`config.mk`:
```
export PLATFORM = sky130hd
export DESIGN_NAME = issue_scheduler
export DESIGN_NICKNAME = d
export VERILOG_FILES = /design/src/rtl/issue_scheduler.sv
export SDC_FILE = /design/constraint.sdc
export NUM_CORES = 1
export LEC_CHECK = 0
export ABC_AREA = 1
export CAP_MARGIN = 40
export CORE_ASPECT_RATIO = 0.9
export CORE_UTILIZATION = 50
export CTS_BUF_LIST = sky130_fd_sc_hd__clkbuf_8 sky130_fd_sc_hd__clkbuf_16
export DETAILED_ROUTE_END_ITERATION = 8
export PLACE_DENSITY = 0.69
export SYNTH_ARGS = -nofsm -noshare
export SYNTH_HDL_FRONTEND = slang
export SYNTH_SLANG_ARGS = --single-unit
```
`constraint.sdc`:
```
create_clock -name clk -period 5.1 [get_ports clk]
set_input_delay 1.02 -clock clk [delete_from_list [all_inputs] [get_ports clk]]
set_output_delay 1.02 -clock clk [all_outputs]
set_load 0.005 [all_outputs]
```
`src/rtl/issue_scheduler.sv`:
```
// Issue stage: steers renamed ops into arith/mem/term FIFOs, tracks register readiness,
// issues each class head in order. Define ISSUE_BYPASS_EN to forward writebacks into the ready check.
`ifndef PR_ADDR_W
`define PR_ADDR_W 5
`endif
`ifndef RENAMED_OP_SZ
`define RENAMED_OP_SZ 38
`endif

module issue_scheduler #(
  parameter int unsigned QUEUE_DEPTH = 4,
  parameter int unsigned NUM_WB      = 5
) (
  input  logic                            clk,
  input  logic                            rst,
  input  logic [`RENAMED_OP_SZ-1:0]       in_instr,
  input  logic [1:0]                      in_class,
  input  logic                            in_valid,
  output logic                            in_ready,
  output logic [`RENAMED_OP_SZ-1:0]       arith_instr,
  output logic                            arith_valid,
  input  logic                            arith_ready,
  output logic [`RENAMED_OP_SZ-1:0]       mem_instr,
  output logic                            mem_valid,
  input  logic                            mem_ready,
  output logic [`RENAMED_OP_SZ-1:0]       term_instr,
  output logic                            term_valid,
  input  logic                            term_ready,
  input  logic [`PR_ADDR_W*NUM_WB-1:0]    wb_phys_regs,
  input  logic [NUM_WB-1:0]               wb_enable,
  input  logic                            flush
);

  localparam int unsigned OPW  = `RENAMED_OP_SZ;
  localparam int unsigned PW   = `PR_ADDR_W;
  localparam int unsigned NREG = 1 << PW;
  localparam int unsigned AW   = $clog2(QUEUE_DEPTH);
  localparam int unsigned NCLS = 3;
  localparam logic [AW:0] PTR_ONE = 1;

  logic [NREG-1:0] sb, sb_next, avail;
  logic [OPW-1:0]  q_mem [NCLS][QUEUE_DEPTH];
  logic [AW:0]     head [NCLS];
  logic [AW:0]     tail [NCLS];
  logic [OPW-1:0]  out_instr [NCLS];
  logic [NCLS-1:0] out_valid, out_ready, out_free;
  logic [NCLS-1:0] empty, full, pop, push, direct, sel;
  logic            in_legal, enq, in_srcs_ok;
  logic [PW-1:0]   dst_v, dst_f;

  function automatic logic srcs_ready(input logic [OPW-1:0] op, input logic [NREG-1:0] rdy);
    logic ok;
    ok = 1'b1;
    for (int unsigned i = 0; i < 4; i++) begin
      if (!rdy[op[8 + i*PW +: PW]]) ok = 1'b0;
    end
    return ok;
  endfunction

  assign out_ready   = {term_ready, mem_ready, arith_ready};
  assign arith_instr = out_instr[0];
  assign mem_instr   = out_instr[1];
  assign term_instr  = out_instr[2];
  assign arith_valid = out_valid[0];
  assign mem_valid   = out_valid[1];
  assign term_valid  = out_valid[2];

  assign dst_v = in_instr[28 +: PW];
  assign dst_f = in_instr[33 +: PW];

  always_comb begin
    avail = sb;
`ifdef ISSUE_BYPASS_EN
    for (int unsigned k = 0; k < NUM_WB; k++) begin
      if (wb_enable[k]) avail[wb_phys_regs[k*PW +: PW]] = 1'b1;
    end
`endif
    avail[0] = 1'b1;
  end

  always_comb begin
    in_legal = (in_class != 2'd3);
    sel      = in_legal ? (3'b001 << in_class) : '0;
    for (int unsigned c = 0; c < NCLS; c++) begin
      empty[c]    = (head[c] == tail[c]);
      full[c]     = (head[c][AW] != tail[c][AW]) && (head[c][AW-1:0] == tail[c][AW-1:0]);
      out_free[c] = !out_valid[c] || out_ready[c];
      pop[c]      = !flush && !empty[c] && out_free[c]
                    && srcs_ready(q_mem[c][head[c][AW-1:0]], avail);
    end
    // A full FIFO still takes the op when its head is leaving this same cycle.
    in_ready   = !flush && (!in_legal || |(sel & (~full | pop)));
    enq        = in_valid && in_ready && in_legal;
    in_srcs_ok = srcs_ready(in_instr, avail);
    for (int unsigned c = 0; c < NCLS; c++) begin
      // Empty FIFO with a free output register: skip the FIFO to issue the next cycle.
      direct[c] = enq && sel[c] && empty[c] && in_srcs_ok && out_free[c];
      push[c]   = enq && sel[c] && !direct[c];
    end
  end

  always_comb begin
    sb_next = sb;
    for (int unsigned k = 0; k < NUM_WB; k++) begin
      if (wb_enable[k]) sb_next[wb_phys_regs[k*PW +: PW]] = 1'b1;
    end
    if (enq) begin
      if (dst_v != '0) sb_next[dst_v] = 1'b0;
      if (dst_f != '0) sb_next[dst_f] = 1'b0;
    end
  end

  always_ff @(posedge clk) begin
    if (rst) begin
      sb <= '1;
      for (int unsigned c = 0; c < NCLS; c++) begin
        head[c]      <= '0;
        tail[c]      <= '0;
        out_valid[c] <= 1'b0;
        out_instr[c] <= '0;
      end
    end else if (flush) begin
      sb <= '1;
      for (int unsigned c = 0; c < NCLS; c++) begin
        head[c]      <= '0;
        tail[c]      <= '0;
        out_valid[c] <= 1'b0;
      end
    end else begin
      sb <= sb_next;
      for (int unsigned c = 0; c < NCLS; c++) begin
        if (push[c]) begin
          q_mem[c][tail[c][AW-1:0]] <= in_instr;
          tail[c] <= tail[c] + PTR_ONE;
        end
        if (pop[c]) begin
          head[c]      <= head[c] + PTR_ONE;
          out_instr[c] <= q_mem[c][head[c][AW-1:0]];
          out_valid[c] <= 1'b1;
        end else if (direct[c]) begin
          out_instr[c] <= in_instr;
          out_valid[c] <= 1'b1;
        end else if (out_ready[c]) begin
          out_valid[c] <= 1'b0;
        end
      end
    end
  end

endmodule

```
# [Word level (Yosys, flattened, before mapping)]
# Memory sizes are Yosys's and may differ from the RTL's.
# Cells that the tools add are included.
[totals] ram_bits=588 regBits=35 in_bits=77 output_inout_bits=118 memories=4 wordCells=323
[memory_table] name="q_mem" words=3 word_bits=152 read_ports=3 rd_ports_with_merged_regs=0 wr=3 line_no="42" source="logic [OPW-1:0] q_mem [NCLS][QUEUE_DEPTH];"
[memory_table] name="out_instr" words=3 word_bits=38 read_ports=3 rd_ports_with_merged_regs=0 wr=3 line_no="45" source="logic [OPW-1:0] out_instr [NCLS];"
[memory_table] name="head" words=3 word_bits=3 read_ports=3 rd_ports_with_merged_regs=0 wr=3 line_no="43" source="logic [AW:0] head [NCLS];"
[memory_table] name="tail" words=3 word_bits=3 read_ports=3 rd_ports_with_merged_regs=0 wr=3 line_no="44" source="logic [AW:0] tail [NCLS];"
[op_classes] eq_ne=10 n_mux=161 n_reduce_logical=62 add_sub_neg=6 order_cmp=39 n_bitwise=36 n_shift=1
[op_table] op="$mux W38" n=15
[op_table] op="$mux W152" n=3
[op_table] op="$mux W32" n=9
[op_table] op="$bmux W38 S2" n=3
[op_table] op="$demux W38 S2" n=3
[op_table] op="$or A32 B32 Y32" n=5
[op_table] op="$lt A5 B6 Y1 const B" n=23
[op_table] op="$mux W1" n=92
[op_table] op="$bmux W1 S5" n=16
[op_table] op="$and A32 B32 Y32" n=2
[op_table] op="$not A32 Y32" n=2
[op_table] op="$logic_and A1 B1 Y1" n=40
[op_table] op="$mux W3" n=13
[op_table] op="$demux W1 S5" n=7
[op_table] op="$ge A5 B1 Y1 const B" n=7
[op_table] op="$add A3 B1 Y3 const B" n=6
[op_table] op="$ge A3 B3 Y1 const B" n=6
[op_table] op="$not A2 Y3" n=6
[op_table] op="$or A1 B1 Y1" n=18
[op_table] op="$logic_not A1 Y1" n=11
[op_table] op="$reduce_bool A5 Y1" n=2
[op_table] op="$eq A3 B3 Y1" n=3
[op_table] op="$lt A3 B1 Y1 const B" n=3
[op_table] op="$reduce_bool A3 Y1" n=3
[op_table] op="other kinds (10)" n=17

# [Depth between registers and ports, before layout]
# An unclocked memory read counts as a cell.
[depth] depth_word=30 ltp_mapped=29

# [Least setup slack after synthesis]
# Ideal clock, no wire load.
[synth_timing] kind="input to register" startpoint="input in_instr[19]" endpoint="memory q_mem[0][0] (netlist name), enable pin" required_ns=4.667 cell_stages=14 path_buffers=2 t_arrival_ns=4.258 setup_slack_ns=0.409 path_cell_list="clkbuf_1 inv_1 clkbuf_1 a21oi_1 o21ai_0 a21oi_1 nor3_1 a311oi_1 a21oi_1 o211ai_1 nor2_1 a21oi_1 nand2_1 nor2_1"
[synth_rtl] element="from (decl)" line_no="16" source="input logic [`RENAMED_OP_SZ-1:0] in_instr,"
[synth_rtl] element="to (decl)" line_no="42"

==> flow_summary_export.csv <==
group,metric,value,unit
placed_design,dp_worst_setup_slack,0.289,ns
detailed_routing,vias,28580,
critical_path,crit_required,4.08,ns
die,num_rows,88,
sta,slew_violations,0,
final_layout,num-nets-final,3867,
sta,fin_crit_sh,0.908,
yosys,synth.most_common_cell,"nand2_1",
cts,path_clk_slew,0.07,ns
final_layout,drive_gt1_frac,0.107,
detailed_routing,drt_pass1_iterations,7,
detailed_routing,wl_per_cell,24.6,um
critical_path,cp_max_fo,15,
critical_path,crit_arrival,3.61,ns
yosys,synth_fp_nets,3631,
sta,hold_viol_final,0,
power_and_ir_drop,p_per_area,466,nW/um^2
yosys,yosysUniqueCellTypes,54,
cts,clkSinkCount,622,
placed_design,hpwl,76.7,mm
sta,skew,0.0326,ns
yosys,synth_top_area_share,0.544,
critical_path,critPathSlowestCell,"edfxtp_1",
detailed_routing,ant_nets,0,
cts,htree_levels,3,
yosys,ys_top_cells_by_count,"nand2_1 (885), edfxtp_1 (588), nand3_1 (445), o21ai_0 (265), a21oi_1 (209)",
status,status,"completed",
sta,post-route-worst-setup-slack,0.467,ns
cts,insertion_delay,0.63,ns
critical_path,rrSetupSlack,0.50,ns
global_route,antenna_found_initial,6,
detailed_routing,first_iter_violations,3947,
yosys,synth-edff-count,588,
yosys,ys_ff_latch,622,
power_and_ir_drop,power.leakage,15.3,nW
sta,setup_viol,0,
detailed_routing,drc,0,
die,start_util,0.506,
die,die-area,66000,um^2
yosys,synth_largest_area_cell,"edfxtp_1",
yosys,synth_top_flop_cell,"edfxtp_1",
yosys,synthCells,3539,
die,core_area,64200,um^2
critical_path,max_stage_delay,0.47,ns
flow_run,cap_viol_max_count,0,
global_route,grt_usage,0.338,
yosys,synth_area_leaders,"edfxtp_1 (54%), nand2_1 (10%), nand3_1 (6.9%)",
sta,tightestPinTransition,1.07,ns
sta,grt_setup_unrepaired,"false",
yosys,syn_area,32500,um^2
die,fp.dieH,244,um
yosys,syn_area_per_cell,9.18,um^2
cts,numCtsBuffers,66,
sta,slew_headroom,0.288,
placed_design,port_buffers,194,
global_route,grt_first_pass_wirelength,166,mm
yosys,yosysWarnings,0,
cts,root_buffer,"clkbuf_16",
critical_path,path_common_cell,"nand2_1",
final_layout,area_growth,18.7,%
critical_path,critical_path_class,"register to primary output",
sta,fmax,216,MHz
critical_path,path_cells,"inv_4 > buf_4 > nand3_1 > nand2_4 > inv_2 > nand3_1 > nand2_1 > nand2_1 > nand3_1 > nand3_1 > nand3_1 > nor2_4 > nand2_1 > nand2_1 > nand2_1 > nand3_2 > nand2_1 > inv_2 > dlymetal6s2s_1",
yosys,synth-seq-area-share,0.565,
critical_path,start_kind,"register",
global_route,grt_max_degree,81,
critical_path,cp-end-kind,"primary output",
placed_design,place_congestion,1.06,
detailed_routing,via_per_inst,6.11,
hold_path,hold_class,"register to register",
sta,tns,0,ns
final_layout,fill_cells,5423,
sta,min_period,4.63,ns
global_route,overflow,0,
cts,cts-hold-fix-buffers,0,
yosys,async_reset_ff_frac,0,
die,ios,195,
cts,clk_path_buf_depth,3,
die,fp.dieW,271,um
cts,cts_tree,"yes",
detailed_routing,drt-total-wl,115,mm
global_route,grt_pass1_vias,25723,
power_and_ir_drop,ir_drop,262,uV
==> cell usage in the layout (no fill, tap or decap), types with 26 or more instances in the layout <==
cell and n:
inv_1 203, buf_4 152, o21ai_1 43, and2_1 42, a21oi_1 208, nand2_1 877, clkdlybuf4s50_1 193, o21ai_0 265
or2_2 31, o211ai_1 70, nor3_1 26, o22ai_1 57, nor2_1 183, edfxtp_1 588, dfxtp_1 34, clkbuf_16 68
nand3_1 442
==> stage by stage <==
stage / power [mW] / cell area (um^2) / hold WS, ns / instances / utilization
3_3_place_gp: 12.9 / 35900 / 0.552 / 4535 / 0.560
5_1_grt: 18.9 / 38600 / 0.602 / 4674 / 0.601
2_1_floorplan: 10.6 / 32500 / 0.611 / 3539 / -
4_1_cts: 17.7 / 38300 / 0.577 / 4661 / 0.596
3_5_place_dp: 12.9 / 36100 / 0.560 / 4549 / 0.563
6_report: 18.0 / 38600 / 0.603 / 4675 / 0.601
==> final timing paths <==
path | start | to | cells past startpoint
worst max-delay path | head[0][7]$_SDFFCE_PN0P_ | in_ready | 19
worst min-delay path | sb[3]$_SDFF_PP1_ | sb[3]$_SDFF_PP1_ | 2
worst max register to register | head[0][7]$_SDFFCE_PN0P_ | q_mem[0][401]$_DFFE_PP_ | 23
worst min register to register | sb[3]$_SDFF_PP1_ | sb[3]$_SDFF_PP1_ | 2
==> where the power goes <==
part | internal (mW) | switching, mW | total [mW] | leakage [nW]
Sequential | 6.06 | 0.150 | 6.21 | 5.75
Combinational | 2.49 | 4.54 | 7.02 | 8.47
Clock | 2.66 | 2.06 | 4.72 | 1.07
Total | 11.2 | 6.75 | 18.0 | 15.3
==> repair_timing <==
| item | in CTS | in global routing |
|---|---|---|
| endpoints found under the setup margin | 1 | 1 |
| gates resized for setup | 5 | 50 |
| gates cloned | 0 | 4 |
| setup buffers | 0 | 9 |
| pin swaps | 1 | 2 |
==> state kept, by name, indices dropped and copies added, names as in the netlist <==
signal,count
head,9
out_instr,114
sb,31
tail,9
q_mem,456
out_valid,3
==> worst max-delay path, delay by kind of cell, from the launching register on <==
| kind | cells | cell delay (ns) |
|---|---|---|
| DFF | 1 | 0.47 |
| and+or+nand+nor | 14 | 1.59 |
| buffers and inverters | 5 | 0.90 |
==> area by class of cell <==
| type | instances | area (um^2) | share of cell area |
|---|---|---|---|
| inverters | 210 | 842 | 0.0218 |
| flip-flops and latches | 622 | 18300 | 0.476 |
| repair inverters | 2 | 13.8 | 0.000357 |
| well taps | 855 | 1070 | 0.0277 |
| multi-input cells | 2485 | 12400 | 0.321 |
| clock buffers | 69 | 1700 | 0.0442 |
| diodes | 1 | 2.50 | 0.0000649 |
| clock inverters | 43 | 438 | 0.0114 |
| repair buffers | 388 | 3770 | 0.0979 |
==> routing by layer <==
metal	part of all wire	track usage	vias to the layer above
li1	-	-	12933
met2	0.42	0.490	1870
met1	0.40	0.477	13419
met5	0.0011	0.00950	-
met3	0.13	0.0944	348
met4	0.046	0.135	10
==> cell families (layout without fill, tap and decap cells) <==
kind of cell	Yosys count	in the layout	share of synthesized area
and+or+nand+nor	1708	1708	0.230
adders and majority gates	15	15	0.00578
other	0	1	0
AOI/OAI and AO/OA	753	753	0.136
buffers and inverters	432	712	0.0606
DFF	622	622	0.565
xor gates and xnor gates	9	9	0.00243
(Power assumes the default switching activity.)
